===== config.mk =====
export PLATFORM = sky130hd
export DESIGN_NAME = ifetch_bus_ctrl_flat
export DESIGN_NICKNAME = d
export VERILOG_FILES = /design/src/rtl/ifetch_bus_ctrl_if.sv /design/src/rtl/ifetch_bus_ctrl.sv /design/src/flat_wrapper.sv
export SDC_FILE = /design/constraint.sdc
export NUM_CORES = 1
export LEC_CHECK = 0
export ABC_AREA = 1
export BUFFER_PORTS_ARGS = -buffer_cell sky130_fd_sc_hd__buf_4
export CAP_MARGIN = 20
export CORE_MARGIN = 5
export CORE_UTILIZATION = 45
export CTS_CLUSTER_DIAMETER = 120
export DETAILED_ROUTE_END_ITERATION = 6
export PLACE_DENSITY = 0.71
export SLEW_MARGIN = 20
export SYNTH_ARGS = -nofsm -noshare
export SYNTH_HDL_FRONTEND = slang
export SYNTH_SLANG_ARGS = --single-unit

===== constraint.sdc =====
create_clock -name clk -period 3.8 [get_ports clk]
set_clock_uncertainty 0.15 [all_clocks]
set_input_delay 0 -clock clk [delete_from_list [all_inputs] [get_ports clk]]
set_output_delay 0 -clock clk [all_outputs]
set_load 0.05 [all_outputs]

===== src/rtl/ifetch_bus_ctrl_if.sv =====
// Fetch-side handshake bundle: address FIFO pop, instruction bus read channel,
// and instruction FIFO push. The controller uses the master modport.
interface ifetch_bus_ctrl_if #(
    parameter int ADDR_W = 32,
    parameter int DATA_W = 32
);
    logic              addr_fifo_empty_i;
    logic [ADDR_W-1:0] addr_fifo_r_i;
    logic              addr_fifo_ren_o;
    logic              bus_req_o;
    logic [ADDR_W-1:0] bus_addr_o;
    logic              bus_gnt_i;
    logic              bus_rvalid_i;
    logic [DATA_W-1:0] bus_rdata_i;
    logic              inst_fifo_full_i;
    logic              inst_fifo_wen_o;
    logic [DATA_W-1:0] inst_fifo_w_o;

    modport master (
        input  addr_fifo_empty_i, addr_fifo_r_i, bus_gnt_i, bus_rvalid_i,
               bus_rdata_i, inst_fifo_full_i,
        output addr_fifo_ren_o, bus_req_o, bus_addr_o, inst_fifo_wen_o,
               inst_fifo_w_o
    );

    modport slave (
        output addr_fifo_empty_i, addr_fifo_r_i, bus_gnt_i, bus_rvalid_i,
               bus_rdata_i, inst_fifo_full_i,
        input  addr_fifo_ren_o, bus_req_o, bus_addr_o, inst_fifo_wen_o,
               inst_fifo_w_o
    );
endinterface


===== src/rtl/ifetch_bus_ctrl.sv =====
// Instruction fetch sequencer: addr FIFO -> in-order bus reads -> response buffer -> inst FIFO.
// Define IFETCH_PERF_CNT_EN to add the saturating perf_req_stall_o / perf_fifo_stall_o counters.
module ifetch_bus_ctrl #(
    parameter int MAX_OUTSTANDING = 2,
    parameter int ADDR_W          = 32,
    parameter int DATA_W          = 32
) (
    input  logic                clk,
    input  logic                rst,
    input  logic                flush_i,
    ifetch_bus_ctrl_if.master   bus,
    output logic                busy_o
`ifdef IFETCH_PERF_CNT_EN
    ,
    output logic [31:0]         perf_req_stall_o,
    output logic [31:0]         perf_fifo_stall_o
`endif
);
    localparam int CW = $clog2(MAX_OUTSTANDING + 1) + 1;
    localparam int PW = (MAX_OUTSTANDING > 1) ? $clog2(MAX_OUTSTANDING) : 1;
    localparam logic [CW-1:0] MAX_C    = CW'(MAX_OUTSTANDING);
    localparam logic [PW-1:0] LAST_PTR = PW'(MAX_OUTSTANDING - 1);

    typedef enum logic [1:0] {IDLE, LOAD, REQ} state_t;

    state_t            state_q, state_d;
    logic [ADDR_W-1:0] addr_q;
    logic [CW-1:0]     res_cnt, live_cnt, drop_cnt, buf_cnt;
    logic              req_dropped_q;
    logic [DATA_W-1:0] buf_mem [MAX_OUTSTANDING];
    logic [PW-1:0]     rd_ptr, wr_ptr;

    logic eligible, pop, granted, buf_empty, push_inst;
    logic rv_drop, rv_keep, rv_flush_consume;

    function automatic logic [PW-1:0] ptr_inc(input logic [PW-1:0] p);
        return (p == LAST_PTR) ? '0 : p + 1'b1;
    endfunction

    assign buf_empty = (buf_cnt == '0);
    assign granted   = (state_q == REQ) && bus.bus_gnt_i;
    assign eligible  = ~rst & ~flush_i & ~bus.addr_fifo_empty_i & (res_cnt < MAX_C);
    assign push_inst = ~buf_empty & ~bus.inst_fifo_full_i & ~flush_i;

    // Responses return in order, so the oldest outstanding ones are the stale ones.
    assign rv_drop          = bus.bus_rvalid_i & ~flush_i & (drop_cnt != '0);
    assign rv_keep          = bus.bus_rvalid_i & ~flush_i & (drop_cnt == '0) & (live_cnt != '0);
    assign rv_flush_consume = bus.bus_rvalid_i & flush_i & ((drop_cnt != '0) | (live_cnt != '0));

    always_comb begin
        state_d = state_q;
        pop     = 1'b0;
        case (state_q)
            IDLE: begin
                if (eligible) begin
                    pop     = 1'b1;
                    state_d = LOAD;
                end
            end
            LOAD: state_d = flush_i ? IDLE : REQ;
            REQ: begin
                if (bus.bus_gnt_i) begin
                    pop     = eligible;
                    state_d = eligible ? LOAD : IDLE;
                end
            end
            default: state_d = IDLE;
        endcase
    end

    always_ff @(posedge clk or posedge rst) begin
        if (rst) begin
            state_q <= IDLE;
            addr_q  <= '0;
        end else begin
            state_q <= state_d;
            if (state_q == LOAD) addr_q <= bus.addr_fifo_r_i;
        end
    end

    // A request flushed while waiting for gnt stays on the bus; its grant is
    // then accounted as one more response to discard.
    always_ff @(posedge clk or posedge rst) begin
        if (rst) begin
            res_cnt       <= '0;
            live_cnt      <= '0;
            drop_cnt      <= '0;
            req_dropped_q <= 1'b0;
        end else if (flush_i) begin
            res_cnt       <= '0;
            live_cnt      <= '0;
            drop_cnt      <= drop_cnt + live_cnt + CW'(granted) - CW'(rv_flush_consume);
            req_dropped_q <= (state_q == REQ) && !bus.bus_gnt_i;
        end else begin
            res_cnt  <= res_cnt + CW'(pop) - CW'(push_inst);
            live_cnt <= live_cnt + CW'(granted & ~req_dropped_q) - CW'(rv_keep);
            drop_cnt <= drop_cnt + CW'(granted & req_dropped_q) - CW'(rv_drop);
            if (granted) req_dropped_q <= 1'b0;
        end
    end

    always_ff @(posedge clk or posedge rst) begin
        if (rst) begin
            rd_ptr  <= '0;
            wr_ptr  <= '0;
            buf_cnt <= '0;
        end else if (flush_i) begin
            rd_ptr  <= '0;
            wr_ptr  <= '0;
            buf_cnt <= '0;
        end else begin
            if (rv_keep)   wr_ptr <= ptr_inc(wr_ptr);
            if (push_inst) rd_ptr <= ptr_inc(rd_ptr);
            buf_cnt <= buf_cnt + CW'(rv_keep) - CW'(push_inst);
        end
    end

    always_ff @(posedge clk) begin
        if (rv_keep) buf_mem[wr_ptr] <= bus.bus_rdata_i;
    end

    assign bus.addr_fifo_ren_o = pop;
    assign bus.bus_req_o       = (state_q == REQ);
    assign bus.bus_addr_o      = (state_q == REQ) ? addr_q : '0;
    assign bus.inst_fifo_wen_o = push_inst;
    assign bus.inst_fifo_w_o   = buf_empty ? '0 : buf_mem[rd_ptr];
    assign busy_o = (state_q != IDLE) | (live_cnt != '0) | (drop_cnt != '0) | ~buf_empty;

`ifdef IFETCH_PERF_CNT_EN
    always_ff @(posedge clk or posedge rst) begin
        if (rst) begin
            perf_req_stall_o  <= '0;
            perf_fifo_stall_o <= '0;
        end else begin
            if (bus.bus_req_o && !bus.bus_gnt_i && !(&perf_req_stall_o))
                perf_req_stall_o <= perf_req_stall_o + 32'd1;
            if (!buf_empty && bus.inst_fifo_full_i && !(&perf_fifo_stall_o))
                perf_fifo_stall_o <= perf_fifo_stall_o + 32'd1;
        end
    end
`endif
endmodule


===== src/flat_wrapper.sv =====
// flat-port wrapper written by rule: the top's interface ports become plain ports
module ifetch_bus_ctrl_flat 
#(
    parameter int MAX_OUTSTANDING = 2,
    parameter int ADDR_W          = 32,
    parameter int DATA_W          = 32
)
  (clk, rst, flush_i, busy_o, bus_addr_fifo_empty_i, bus_addr_fifo_r_i, bus_bus_gnt_i, bus_bus_rvalid_i, bus_bus_rdata_i, bus_inst_fifo_full_i, bus_addr_fifo_ren_o, bus_bus_req_o, bus_bus_addr_o, bus_inst_fifo_wen_o, bus_inst_fifo_w_o);
  ifetch_bus_ctrl_if #(.ADDR_W(ADDR_W), .DATA_W(DATA_W)) bus_i ();
  input  logic clk;
  input  logic rst;
  input  logic flush_i;
  output logic busy_o;
  input wire logic [$bits(bus_i.addr_fifo_empty_i)-1:0] bus_addr_fifo_empty_i;
  input wire logic [$bits(bus_i.addr_fifo_r_i)-1:0] bus_addr_fifo_r_i;
  input wire logic [$bits(bus_i.bus_gnt_i)-1:0] bus_bus_gnt_i;
  input wire logic [$bits(bus_i.bus_rvalid_i)-1:0] bus_bus_rvalid_i;
  input wire logic [$bits(bus_i.bus_rdata_i)-1:0] bus_bus_rdata_i;
  input wire logic [$bits(bus_i.inst_fifo_full_i)-1:0] bus_inst_fifo_full_i;
  output wire logic [$bits(bus_i.addr_fifo_ren_o)-1:0] bus_addr_fifo_ren_o;
  output wire logic [$bits(bus_i.bus_req_o)-1:0] bus_bus_req_o;
  output wire logic [$bits(bus_i.bus_addr_o)-1:0] bus_bus_addr_o;
  output wire logic [$bits(bus_i.inst_fifo_wen_o)-1:0] bus_inst_fifo_wen_o;
  output wire logic [$bits(bus_i.inst_fifo_w_o)-1:0] bus_inst_fifo_w_o;
  assign bus_i.addr_fifo_empty_i = bus_addr_fifo_empty_i;
  assign bus_i.addr_fifo_r_i = bus_addr_fifo_r_i;
  assign bus_i.bus_gnt_i = bus_bus_gnt_i;
  assign bus_i.bus_rvalid_i = bus_bus_rvalid_i;
  assign bus_i.bus_rdata_i = bus_bus_rdata_i;
  assign bus_i.inst_fifo_full_i = bus_inst_fifo_full_i;
  assign bus_addr_fifo_ren_o = bus_i.addr_fifo_ren_o;
  assign bus_bus_req_o = bus_i.bus_req_o;
  assign bus_bus_addr_o = bus_i.bus_addr_o;
  assign bus_inst_fifo_wen_o = bus_i.inst_fifo_wen_o;
  assign bus_inst_fifo_w_o = bus_i.inst_fifo_w_o;
  ifetch_bus_ctrl #(.MAX_OUTSTANDING(MAX_OUTSTANDING), .ADDR_W(ADDR_W), .DATA_W(DATA_W)) u_core (.clk(clk), .rst(rst), .flush_i(flush_i), .bus(bus_i), .busy_o(busy_o));
endmodule

==> results.sh <==
export IMPL_status="finished clean"
export IMPL_cts_resized=0
export IMPL_stdcell_area_um2=7560
export IMPL_grt_max_degree=66
export IMPL_synth_top_family_by_area="simple AND/OR/NAND/NOR gates"
export IMPL_crit_cells=16
export IMPL_cp_num_buf_inv=4
export IMPL_synth_top_area_share_pct=37.4
export IMPL_rsz0062_at_grt="no"
export IMPL_num_antenna_cells=0
export IMPL_syn_avg_cell_area_um2=10.4
export IMPL_syn_inst=496
export IMPL_finalCriticalPeriod_ns=2.60
export IMPL_grt_pass1_wl_um=19400
export IMPL_first_iter_violations=246
export IMPL_cap_viol_max_count=0
export IMPL_synth_area_leaders="edfxtp_1, dfrtp_1, inv_1"
export IMPL_worstPathCellList="inv_1, nand3_1, nor2_1, nor3_1, ha_1, inv_1, fa_1, fa_1, inv_1, nand2_1, nand2_1, inv_1, nand2_1, nand2_1, nand2_1, nand2_1"
export IMPL_finalHoldViolCount=0
export IMPL_period_share_pct=68.5
export IMPL_synth_async_reset_ratio_pct=43.4
export IMPL_root_buffer="clkbuf_16"
export IMPL_synth_simple_gate_area_share_pct=12.6
export IMPL_cp_required_ns=3.94
export IMPL_ir_worst_vdd_v=0.000454
export IMPL_drive_gt1_share_pct=28.3
export IMPL_postCtsHoldBufs=70
export IMPL_yosysTopAreaCell="edfxtp_1"
export IMPL_synthAdderAreaFrac_pct=5.01
export IMPL_initial_utilization_pct=45.4
export IMPL_fin_ws_ns=1.20
export IMPL_totalWireLength_um=12200
export IMPL_hold_depth=2
export IMPL_rows=39
export IMPL_slew_headroom_pct=38.9
export IMPL_drc=0
export IMPL_synth_common_cells="inv_1, nor2_1, nand2_1, edfxtp_1, dfrtp_1"
export IMPL_stdcell_count=864
export IMPL_ant_nets=0
export IMPL_antenna_found_initial=0
export IMPL_muxShareOfSynthArea_pct=7.00
export IMPL_gp_congestion=0.841
export IMPL_pre_cts_slack_ns=1.21
export IMPL_cts_htree_levels=4
export IMPL_cts_buffer_depth=2
export IMPL_avgViaCountPerCell=4.67
export IMPL_drt_pass1_iterations=4
export IMPL_die_w_um=117
export IMPL_gr_total_overflow=0
export IMPL_path_max_fanout=5
export IMPL_ios=139
export IMPL_path_class="flip-flop to flip-flop"
export IMPL_end_kind="flip-flop"
export IMPL_clkSlewWorstSetupHoldPaths_ns=0.05
export IMPL_synth_distinct_cells=21
export IMPL_ys_warn_count=0
export IMPL_vias=4036
export IMPL_routedWlPerCell_um=14.1
export IMPL_min_path_type="input pin to flip-flop"
export IMPL_placed_area_um2=6280
export IMPL_power_density_nw_per_um2=671
export IMPL_clk_latency_ns=0.40
export IMPL_ys_flop_type="edfxtp_1"
export IMPL_grt_use_total_pct=18.4
export IMPL_ff2ff_path_depth=16
export IMPL_synth_nets=584
export IMPL_cp_common_cell="nand2_1"
export IMPL_cts_sinks=113
export IMPL_tritoncts="built"
export IMPL_synthXorXnorAreaFrac_pct=0.511
export IMPL_synth_edf_count=64
export IMPL_power_leakage_nw=3.83
export IMPL_grt_pass1_vias=4115
export IMPL_start_kind="flip-flop"
export IMPL_cpLargestDelayFamily="adder cells"
export IMPL_nets=796
export IMPL_dpl_cell_count=762
export IMPL_ys_seq_elements=113
export IMPL_arrival_ns=2.75
export IMPL_postCtsSetupBuffers=0
export IMPL_setup_viol=0
export IMPL_die_area_um2=13700
export IMPL_cts_buffers=17
export IMPL_fmax_ghz=0.384
export IMPL_final_max_slew_violation_count=0
export IMPL_hpwl_um=7600
export IMPL_max_stage_delay_ns=0.39
export IMPL_area_growth_pct=47.0
export IMPL_tightest_slew_ns=0.914
export IMPL_tns_ns=0
export IMPL_port_buffers=138
export IMPL_synth_area_um2=5140
export IMPL_die_y_um=117
export IMPL_whs_ns=0.172
export IMPL_yosys_cell_count_top_type="inv_1"
export IMPL_synth_compound_area_share_pct=3.40
export IMPL_core_area_um2=11300
export IMPL_ys_seq_area_share_pct=61.2
export IMPL_cpMaxStageDelayCell="fa_1"
==> power by group <==
group | switching (mW) | total [mW] | internal, mW | leakage, nW
logic | 1.30 | 1.95 | 0.645 | 2.39
clock network | 0.522 | 1.54 | 1.02 | 0.287
registers | 0.0735 | 1.59 | 1.52 | 1.15
total | 1.90 | 5.08 | 3.18 | 3.83
==> final cells by class <==
| type | count | area, um2 |
|---|---|---|
| fillers | 884 | 3760 |
| flip-flops and latches | 113 | 3150 |
| repair buffers | 212 | 1770 |
| multi-input cells | 255 | 1480 |
| clock buffers | 19 | 433 |
| inverters | 109 | 410 |
| well taps | 143 | 179 |
| clock inverters | 13 | 144 |
==> metrics by stage <==
stage	util [%]	total power, mW
floorplan	-	2.97
global placement	55.5	3.45
detailed placement	55.5	3.49
CTS	66.8	5.11
global route	66.8	5.38
finish	66.8	5.08
==> logic make-up after synthesis <==
| family | Yosys count |
|---|---|
| multiplexers | 32 |
| adder cells (fa/ha/maj) | 17 |
| AO/OA/AOI/OAI | 35 |
| AND/OR/NAND/NOR | 168 |
| XOR/XNOR | 3 |
| flip-flops | 113 |
| buffers and inverters | 128 |
==> worst paths after layout <==
| path | startpoint | to | slack, ns |
|---|---|---|---|
| max in group asynchronous | rst | u_core.drop_cnt[1] | 2.80 |
| worst min register to register | u_core.addr_q[2] | u_core.addr_q[2] | 0.36 |
| worst min-delay path | bus_bus_rdata_i[28] | u_core.buf_mem[1][28] | 0.17 |
| worst max-delay path | u_core.drop_cnt[1] | u_core.drop_cnt[2] | 1.20 |
| min in group asynchronous | rst | u_core.res_cnt[1] | 0.18 |
| worst max register to register | u_core.drop_cnt[1] | u_core.drop_cnt[2] | 1.20 |
==> state kept, by name, summed over array words and instances (netlist names) <==
| signal | cells |
|---|---|
| u_core.live_cnt | 3 |
| u_core.buf_cnt | 3 |
| u_core.state_q | 2 |
| u_core.wr_ptr | 1 |
| u_core.drop_cnt | 3 |
| u_core.req_dropped_q | 1 |
| u_core.rd_ptr | 1 |
| u_core.addr_q | 32 |
| u_core.res_cnt | 3 |
| u_core.buf_mem | 64 |
==> worst register-to-register path: stages (launching register included) <==
cell and delay [ns]:
dfrtp_1 0.38, inv_1 0.16, nand3_1 0.11, nor2_1 0.15
nor3_1 0.07, ha_1 0.27, inv_1 0.04, fa_1 0.37
fa_1 0.39, inv_1 0.07, nand2_1 0.04, nand2_1 0.07
inv_1 0.04, nand2_1 0.05, nand2_1 0.04, nand2_1 0.05
nand2_1 0.04
==> cells in the final DEF, fill, tap and decap left out <==
master	synthesis	final
clkbuf_1	7	2
nand3_1	9	9
o21ai_1	1	1
or2_4	0	1
nor2_4	0	1
clkbuf_16	0	17
o21ai_0	1	1
fa_1	6	6
clkinv_2	0	6
mux2_2	32	32
nor3_1	3	3
nand4_1	1	1
bufinv_16	0	3
dlygate4sd3_1	0	70
nor2_1	86	85
nand2_1	68	68
clkinv_1	1	4
buf_4	0	142
xor2_1	2	2
xnor2_1	1	1
dfrtp_1	49	49
clkinv_4	0	2
inv_1	108	107
edfxtp_1	64	64
ha_1	11	11
a21oi_1	33	33
==> routing by layer <==
layer	global-route usage, %	up-vias	part of all wire, %	wire (um)
met1	22.7	1885	42	5070
met2	30.1	167	48	5880
met5	0	-	0	0
met4	7.57	0	1.9	229
li1	-	1964	-	-
met3	5.86	20	8.3	1020
No activity file was read; power rests on OpenSTA's default activity.
